**config.mk**
```make
export PLATFORM = sky130hd
export DESIGN_NAME = control_unit
export DESIGN_NICKNAME = d
export VERILOG_FILES = /design/src/rtl/control_unit.sv
export SDC_FILE = /design/constraint.sdc
export NUM_CORES = 1
export LEC_CHECK = 0
export ABC_AREA = 0
export BUFFER_PORTS_ARGS = -buffer_cell sky130_fd_sc_hd__buf_2
export CORE_MARGIN = 8
export CORE_UTILIZATION = 49
export DETAILED_ROUTE_END_ITERATION = 10
export GPL_TIMING_DRIVEN = 0
export HOLD_SLACK_MARGIN = 0.05
export PLACE_DENSITY = 0.89
export SYNTH_ARGS = -nofsm -noshare
export SYNTH_HDL_FRONTEND = slang
export SYNTH_SLANG_ARGS = --single-unit
```
**constraint.sdc**
```tcl
create_clock -name clk -period 4.5 [get_ports clk]
set_clock_uncertainty 0.05 [all_clocks]
set_input_delay 0.675 -clock clk [delete_from_list [all_inputs] [get_ports clk]]
set_output_delay 0.675 -clock clk [all_outputs]
set_load 0.02 [all_outputs]
```
**src/rtl/control_unit.sv**
```systemverilog
// Hardwired Moore control sequencer: walks fetch/decode/execute states and decodes datapath strobes from state.
// MEM_WAIT_EN: when defined, F1/L1/S2 stall on mem_ready; otherwise every memory state lasts one cycle.
`timescale 1ns/1ps
module control_unit #(
    parameter int DATA_W = 32,
    parameter int OP_W   = 5
) (
    input  logic              clk,
    input  logic              clr,
    input  logic [DATA_W-1:0] ir,
    input  logic              mem_ready,
    input  logic              stop,
    output logic              pc_out,
    output logic              zlo_out,
    output logic              zhi_out,
    output logic              mdr_out,
    output logic              c_out,
    output logic              ba_out,
    output logic              r_out,
    output logic              mar_enable,
    output logic              mdr_enable,
    output logic              ir_enable,
    output logic              y_enable,
    output logic              z_enable,
    output logic              pc_enable,
    output logic              pc_increment,
    output logic              lo_enable,
    output logic              hi_enable,
    output logic              r_in,
    output logic              read,
    output logic              write,
    output logic              gra,
    output logic              grb,
    output logic              grc,
    output logic [OP_W-1:0]   op_code,
    output logic              run
);

    typedef enum logic [4:0] {
        S_RST, S_F0, S_F1, S_F2, S_F3,
        S_E1, S_E2, S_E2I, S_E3,
        S_U1, S_U2,
        S_M1, S_M2, S_M3, S_M4,
        S_A1, S_A2, S_A3,
        S_L1, S_L2, S_S1, S_S2,
        S_HALT
    } state_t;

    localparam logic [OP_W-1:0] OP_LD  = OP_W'(0);
    localparam logic [OP_W-1:0] OP_LDI = OP_W'(1);
    localparam logic [OP_W-1:0] OP_ADD = OP_W'(3);

    state_t          state;
    state_t          state_nxt;
    logic [OP_W-1:0] ir_op;
    logic [OP_W-1:0] op_q;
    logic            stop_req;
    logic            halt_now;
    logic            mem_go;
    logic            unused_ir;

    assign ir_op     = ir[DATA_W-1 -: OP_W];
    assign unused_ir = ^ir[DATA_W-OP_W-1:0];
    assign halt_now  = stop | stop_req;

`ifdef MEM_WAIT_EN
    assign mem_go = mem_ready;
`else
    logic unused_mem_ready;
    assign mem_go           = 1'b1;
    assign unused_mem_ready = mem_ready;
`endif

    function automatic logic is_rtype(input logic [OP_W-1:0] op);
        return (op >= OP_W'(3)) && (op <= OP_W'(11));
    endfunction

    function automatic logic is_itype(input logic [OP_W-1:0] op);
        return (op >= OP_W'(12)) && (op <= OP_W'(14));
    endfunction

    function automatic logic is_muldiv(input logic [OP_W-1:0] op);
        return (op == OP_W'(15)) || (op == OP_W'(16));
    endfunction

    function automatic logic is_unary(input logic [OP_W-1:0] op);
        return (op == OP_W'(17)) || (op == OP_W'(18));
    endfunction

    function automatic logic is_mem(input logic [OP_W-1:0] op);
        return op <= OP_W'(2);
    endfunction

    // Opcode is captured as decode completes so later states do not depend on IR staying put;
    // a stop request is remembered until the instruction boundary.
    always_ff @(posedge clk or negedge clr) begin
        if (!clr) begin
            state    <= S_RST;
            op_q     <= '0;
            stop_req <= 1'b0;
        end else begin
            state <= state_nxt;
            if (state == S_F3)
                op_q <= ir_op;
            if (run)
                stop_req <= stop_req | stop;
        end
    end

    always_comb begin
        state_nxt = state;
        case (state)
            S_RST:  state_nxt = S_F0;
            S_F0:   state_nxt = S_F1;
            S_F1:   if (mem_go) state_nxt = S_F2;
            S_F2:   state_nxt = S_F3;
            S_F3: begin
                if (is_rtype(ir_op) || is_itype(ir_op)) state_nxt = S_E1;
                else if (is_unary(ir_op))               state_nxt = S_U1;
                else if (is_muldiv(ir_op))              state_nxt = S_M1;
                else if (is_mem(ir_op))                 state_nxt = S_A1;
                else                                    state_nxt = S_HALT;
            end
            S_E1:   state_nxt = is_itype(op_q) ? S_E2I : S_E2;
            S_E2,
            S_E2I:  state_nxt = S_E3;
            S_U1:   state_nxt = S_U2;
            S_M1:   state_nxt = S_M2;
            S_M2:   state_nxt = S_M3;
            S_M3:   state_nxt = S_M4;
            S_A1:   state_nxt = S_A2;
            S_A2:   state_nxt = S_A3;
            S_A3: begin
                if (op_q == OP_LDI)     state_nxt = halt_now ? S_HALT : S_F0;
                else if (op_q == OP_LD) state_nxt = S_L1;
                else                    state_nxt = S_S1;
            end
            S_L1:   if (mem_go) state_nxt = S_L2;
            S_S1:   state_nxt = S_S2;
            S_S2:   if (mem_go) state_nxt = halt_now ? S_HALT : S_F0;
            S_E3,
            S_U2,
            S_M4,
            S_L2:   state_nxt = halt_now ? S_HALT : S_F0;
            S_HALT: state_nxt = S_HALT;
            default: state_nxt = S_RST;
        endcase
    end

    always_comb begin
        pc_out       = 1'b0;
        zlo_out      = 1'b0;
        zhi_out      = 1'b0;
        mdr_out      = 1'b0;
        c_out        = 1'b0;
        ba_out       = 1'b0;
        r_out        = 1'b0;
        mar_enable   = 1'b0;
        mdr_enable   = 1'b0;
        ir_enable    = 1'b0;
        y_enable     = 1'b0;
        z_enable     = 1'b0;
        pc_enable    = 1'b0;
        pc_increment = 1'b0;
        lo_enable    = 1'b0;
        hi_enable    = 1'b0;
        r_in         = 1'b0;
        read         = 1'b0;
        write        = 1'b0;
        gra          = 1'b0;
        grb          = 1'b0;
        grc          = 1'b0;
        op_code      = '0;
        run          = (state != S_RST) && (state != S_HALT);
        case (state)
            S_F0: begin pc_out = 1'b1; mar_enable = 1'b1; pc_increment = 1'b1; end
            S_F1: begin read = 1'b1; mdr_enable = 1'b1; end
            S_F2: begin mdr_out = 1'b1; ir_enable = 1'b1; end
            S_E1: begin grb = 1'b1; r_out = 1'b1; y_enable = 1'b1; end
            S_E2: begin grc = 1'b1; r_out = 1'b1; op_code = op_q; z_enable = 1'b1; end
            S_E2I: begin c_out = 1'b1; op_code = op_q; z_enable = 1'b1; end
            S_E3, S_U2: begin zlo_out = 1'b1; gra = 1'b1; r_in = 1'b1; end
            S_U1: begin grb = 1'b1; r_out = 1'b1; op_code = op_q; z_enable = 1'b1; end
            S_M1: begin gra = 1'b1; r_out = 1'b1; y_enable = 1'b1; end
            S_M2: begin grb = 1'b1; r_out = 1'b1; op_code = op_q; z_enable = 1'b1; end
            S_M3: begin zlo_out = 1'b1; lo_enable = 1'b1; end
            S_M4: begin zhi_out = 1'b1; hi_enable = 1'b1; end
            S_A1: begin grb = 1'b1; ba_out = 1'b1; y_enable = 1'b1; end
            S_A2: begin c_out = 1'b1; op_code = OP_ADD; z_enable = 1'b1; end
            S_A3: begin
                zlo_out = 1'b1;
                if (op_q == OP_LDI) begin
                    gra  = 1'b1;
                    r_in = 1'b1;
                end else begin
                    mar_enable = 1'b1;
                end
            end
            S_L1: begin read = 1'b1; mdr_enable = 1'b1; end
            S_L2: begin mdr_out = 1'b1; gra = 1'b1; r_in = 1'b1; end
            S_S1: begin gra = 1'b1; r_out = 1'b1; mdr_enable = 1'b1; end
            S_S2: write = 1'b1;
            default: ;
        endcase
    end

endmodule

```
Word level (Yosys, flattened, before mapping)
Cells that the tools add are included.
Widths: inputs -> output; s select.
{"block": "word_totals", "register_bits": 11, "in_bits": 36, "output_inout_bits": 28, "wordCells": 94}
{"block": "classes", "n_lt_le_gt_ge": 7, "n_eq_ne": 28, "mux": 31, "bitwise_logic": 1, "reduce_logical": 24}
{"operator": "$pmux 5 s18", "count": 1}
{"operator": "$eq 5x5->1 const B", "count": 10}
{"operator": "$eq 5x4->1 const B", "count": 9}
{"operator": "$mux 5", "count": 6}
{"operator": "$eq 5x3->1 const B", "count": 4}
{"operator": "$mux 1", "count": 19}
{"operator": "$le 5x4->1 const B", "count": 3}
{"operator": "$reduce_or 5->1", "count": 3}
{"operator": "$reduce_or 4->1", "count": 3}
{"operator": "$eq 5x1->1 const B", "count": 2}
{"operator": "$eq 5x2->1 const B", "count": 2}
{"operator": "$ge 5x4->1 const B", "count": 2}
{"operator": "$logic_not 5->1", "count": 2}
{"operator": "$pmux 5 s2", "count": 1}
{"operator": "$reduce_or 3->1", "count": 3}
{"operator": "$reduce_or 2->1", "count": 4}
{"operator": "$pmux 1 s2", "count": 3}
{"operator": "$reduce_or 6->1", "count": 1}
{"operator": "$ge 5x2->1 const B", "count": 1}
{"operator": "$le 5x2->1 const B", "count": 1}
{"operator": "$ne 5x5->1 const B", "count": 1}
{"operator": "$reduce_bool 5->1", "count": 1}
{"operator": "$logic_and 1x1->1", "count": 4}
{"operator": "$logic_or 1x1->1", "count": 3}
{"operator": "other kinds (2)", "count": 2}

Depth between registers and ports, before layout
{"block": "logic_depth", "ltp_word": 6, "mapped_depth": 6, "ltp_nobuf": 4}

Worst setup path after synthesis
No wires, ideal clock.
{"block": "synth_timing", "path_type": "register to output", "from": "reg state[2]", "to": "out mar_enable", "arrival_ns": 1.995, "required_ns": 3.775, "setup_slack_ns": 1.780, "path_stages_with_launch": 4, "path_buffers": 1, "cell_sequence": "dfrtp_1 > buf_6 > or2_2 > a2111oi_0"}
{"block": "synth_between", "elab_chain_cells": 2, "elab_cells_between_ends": 3, "classes_between": "2 x eq/ne; 1 x mux"}
{"item": "start: declaration", "line": "53", "rtl": "state_t state;"}
{"item": "start signal: assignment", "line": "102", "rtl": "state <= state_nxt;"}
{"item": "$eq 5x5->1 / $eq 5x1->1 (equally long branches)", "line": "175", "rtl": "case (state)"}
{"item": "$pmux 1 s2 (*)", "line": "175"}
{"item": "end: declaration", "line": "20", "rtl": "output logic mar_enable,"}
Mark *: on every way between the ends. The rest lies on a longest branch, timed or not.

Final worst setup path
{"block": "layout_timing", "from": "reg state[0]", "to": "out mar_enable"}
Same word-level chain as after synthesis.

==> results.toml <==
[yosys]
synth.area.top_cells = "dfrtp_1, a21oi_1, nor3_1"
synth_nets = 192
netlist.area_leader.share = 0.228
syn_inst = 156
synth_largest_area_cell = "dfrtp_1"
ys_types = 52
ys_seq_area_frac = 0.228
ys_seq_elements = 11
synth_area_mm2 = 0.00121
ys_warn_count = 0
synth_area_per_cell_um2 = 7.75
async_reset_ff_frac = 1.00
yosysMostFrequentCell = "a21oi_1"
synth-edff-count = 0
synthFlopType = "dfrtp_1"
synthTopCellsByCount = "a21oi_1, nor2_1, dfrtp_1, nand2_1, nor3_1"

[placed_design]
dp_cells = 220
io_buffers = 34
place_hpwl_um = 2820
place_congestion = 0.990

[detailed_routing]
viasPerCell = 5.89
drc = 0
drtAntennaViolNets = 0
routed-via-count = 1319
drt_iter0_markers = 112
wl_per_cell_um = 16.0
wirelength_um = 3590
drtPass1Iterations = 4

[worst_setup_path]
cp.required_ps = 3770
cp_max_fo = 10
start_kind = "flip-flop"
endpoint_kind = "output pin"
criticalPathCategory = "flip-flop to output pin"
worstPathArrival_ps = 1980

[final_layout]
fin_cells = 224
syn2layout_area_growth_pct = 19.4
diodes = 0
fillCellCount = 219
fin_nets = 231
drive_above_1_share = 0.299

[timing]
hold_viol = 0
worst_slew_pin_slew_ps = 538
rsz0062_at_grt = "false"
setup_viol = 0
fin_tns_setup_ps = 0
timing.hold.ws_ps = 225
fin_crit_sh = 0.602
max-slew-margin-rel = 0.637
finalCriticalPeriod_ps = 2710
report.final.slew_viol_count = 0
max_freq_ghz = 0.369

[global_route]
grt_max_degree = 12
grt_pass1_wl_um = 5820
track_usage = 0.165
grt_pass1_vias = 1192
grt_overflow_total = 0
grt_antenna_before_repair = 0

[run]
maxCapViolCount = 0

[clock_tree]
post_cts_buffers = 0
clockBufferDepth = 2
cts_inserted_buffers = 3
clock_latency_ps = 260
cts_htree_levels = 1
cts_tree = "yes"
cts_resized = 0
clkSinkCount = 11
cts_hold_buf = 0
cts.clk_slew.worst_paths_ps = 70
cts_root_buffer = "clkbuf_4"

[die]
ios = 64
die_h_um = 65.7
core_mm2 = 0.00241
die_w_um = 65.7
die_area_mm2 = 0.00431
row_count = 18
start_util = 0.502

[pwr]
p_per_area_mw_per_mm2 = 768
p_leak_nw = 0.675
irDropWorstVdd_mv = 0.465

[worst_hold_path]
hp-class = "input pin to asynchronous set/reset pin"

[status]
status = "complete, no violations"
==> final timing paths <==
check | cells after the start | start | slack [ps] | to
max | 5 | state[0]$_DFF_PN0_ | 1790 | mar_enable
min | 1 | clr | 230 | stop_req$_DFFE_PN0P_
max reg2reg | 6 | state[0]$_DFF_PN0_ | 2670 | state[2]$_DFF_PN0_
min reg2reg | 1 | stop_req$_DFFE_PN0P_ | 420 | stop_req$_DFFE_PN0P_
max in group asynchronous | 1 | clr | 3970 | op_q[3]$_DFFE_PN0P_
min in group clk | 1 | stop_req$_DFFE_PN0P_ | 420 | stop_req$_DFFE_PN0P_
==> per-layer routing <==
metal	routed length (um)	track usage
met5	0	0
met3	334	0.0187
met4	64	0.0490
met2	1700	0.272
met1	1490	0.219
==> kinds of logic after synthesis <==
| family | count (synthesis) | synth area share |
|---|---|---|
| xor+xnor | 2 | 0.0145 |
| other cells | 1 | 0.00310 |
| mux | 4 | 0.0373 |
| simple gates | 72 | 0.362 |
| compound gates | 48 | 0.263 |
| flops | 11 | 0.228 |
| buf+inv | 18 | 0.0921 |
==> per-stage QoR <==
stage | power [W] | area [um2] | utilization | worst slack [ps]
global placement | 0.00104 | 1420 | 0.588 | 2090
finish | 0.00111 | 1440 | 0.599 | 1790
floorplan | 0.000814 | 1210 | - | 1780
detailed placement | 0.00104 | 1420 | 0.588 | 2120
CTS | 0.00111 | 1440 | 0.599 | 1820
global route | 0.00120 | 1440 | 0.599 | 1690
==> worst max-delay path, stage by stage, from the launching register on <==
cell and delay (ps):
dfrtp_1 400, clkbuf_4 240, inv_1 150, buf_2 220, a2111oi_0 460, buf_2 260
==> power breakdown <==
| group | leakage (nW) | total (W) | internal, W | switching [W] |
|---|---|---|---|---|
| Combinational | 0.530 | 0.000844 | 0.000317 | 0.000527 |
| Sequential | 0.131 | 0.000199 | 0.000145 | 0.0000532 |
| Clock | 0.0150 | 0.0000647 | 0.0000342 | 0.0000305 |
| Total | 0.675 | 0.00111 | 0.000496 | 0.000611 |
==> final cells by class <==
| class | instances | area, um2 | area share |
|---|---|---|---|
| buffer | 15 | 100 | 0.0694 |
| tap | 30 | 37.5 | 0.0260 |
| timing repair buffer | 34 | 170 | 0.118 |
| inverter | 3 | 11.3 | 0.00781 |
| clock buffer | 4 | 26.3 | 0.0182 |
| multi-input combinational | 127 | 822 | 0.570 |
| sequential | 11 | 275 | 0.191 |
==> flip-flops by register name, summed over array words and instances, names as in the netlist <==
name and count:
op_q 5, stop_req 1, state 5
==> cell usage in the layout, fill, tap and decap left out, types with 2 or more instances in the layout <==
cell       Yosys  final
buf_2          5     39
a21oi_1       17     17
nor2_1        12     12
nand2_1       11     11
dfrtp_1       11     11
nor3_1         9      9
o21ai_0        8      8
nand2b_1       6      6
nor2b_1        5      5
and2_1         5      5
clkbuf_4       1      4
nand3_1        4      4
mux2_1         4      4
inv_1          3      3
buf_6          3      3
or3_1          3      3
o2111ai_1      3      3
a21o_1         3      3
buf_4          3      3
buf_1          2      2
or2_2          2      2
clkbuf_1       1      2
a211o_1        2      2
o31ai_1        2      2
o221ai_1       2      2
and3_1         2      2
a31oi_1        2      2
No activity file was read; power rests on OpenSTA's default activity.
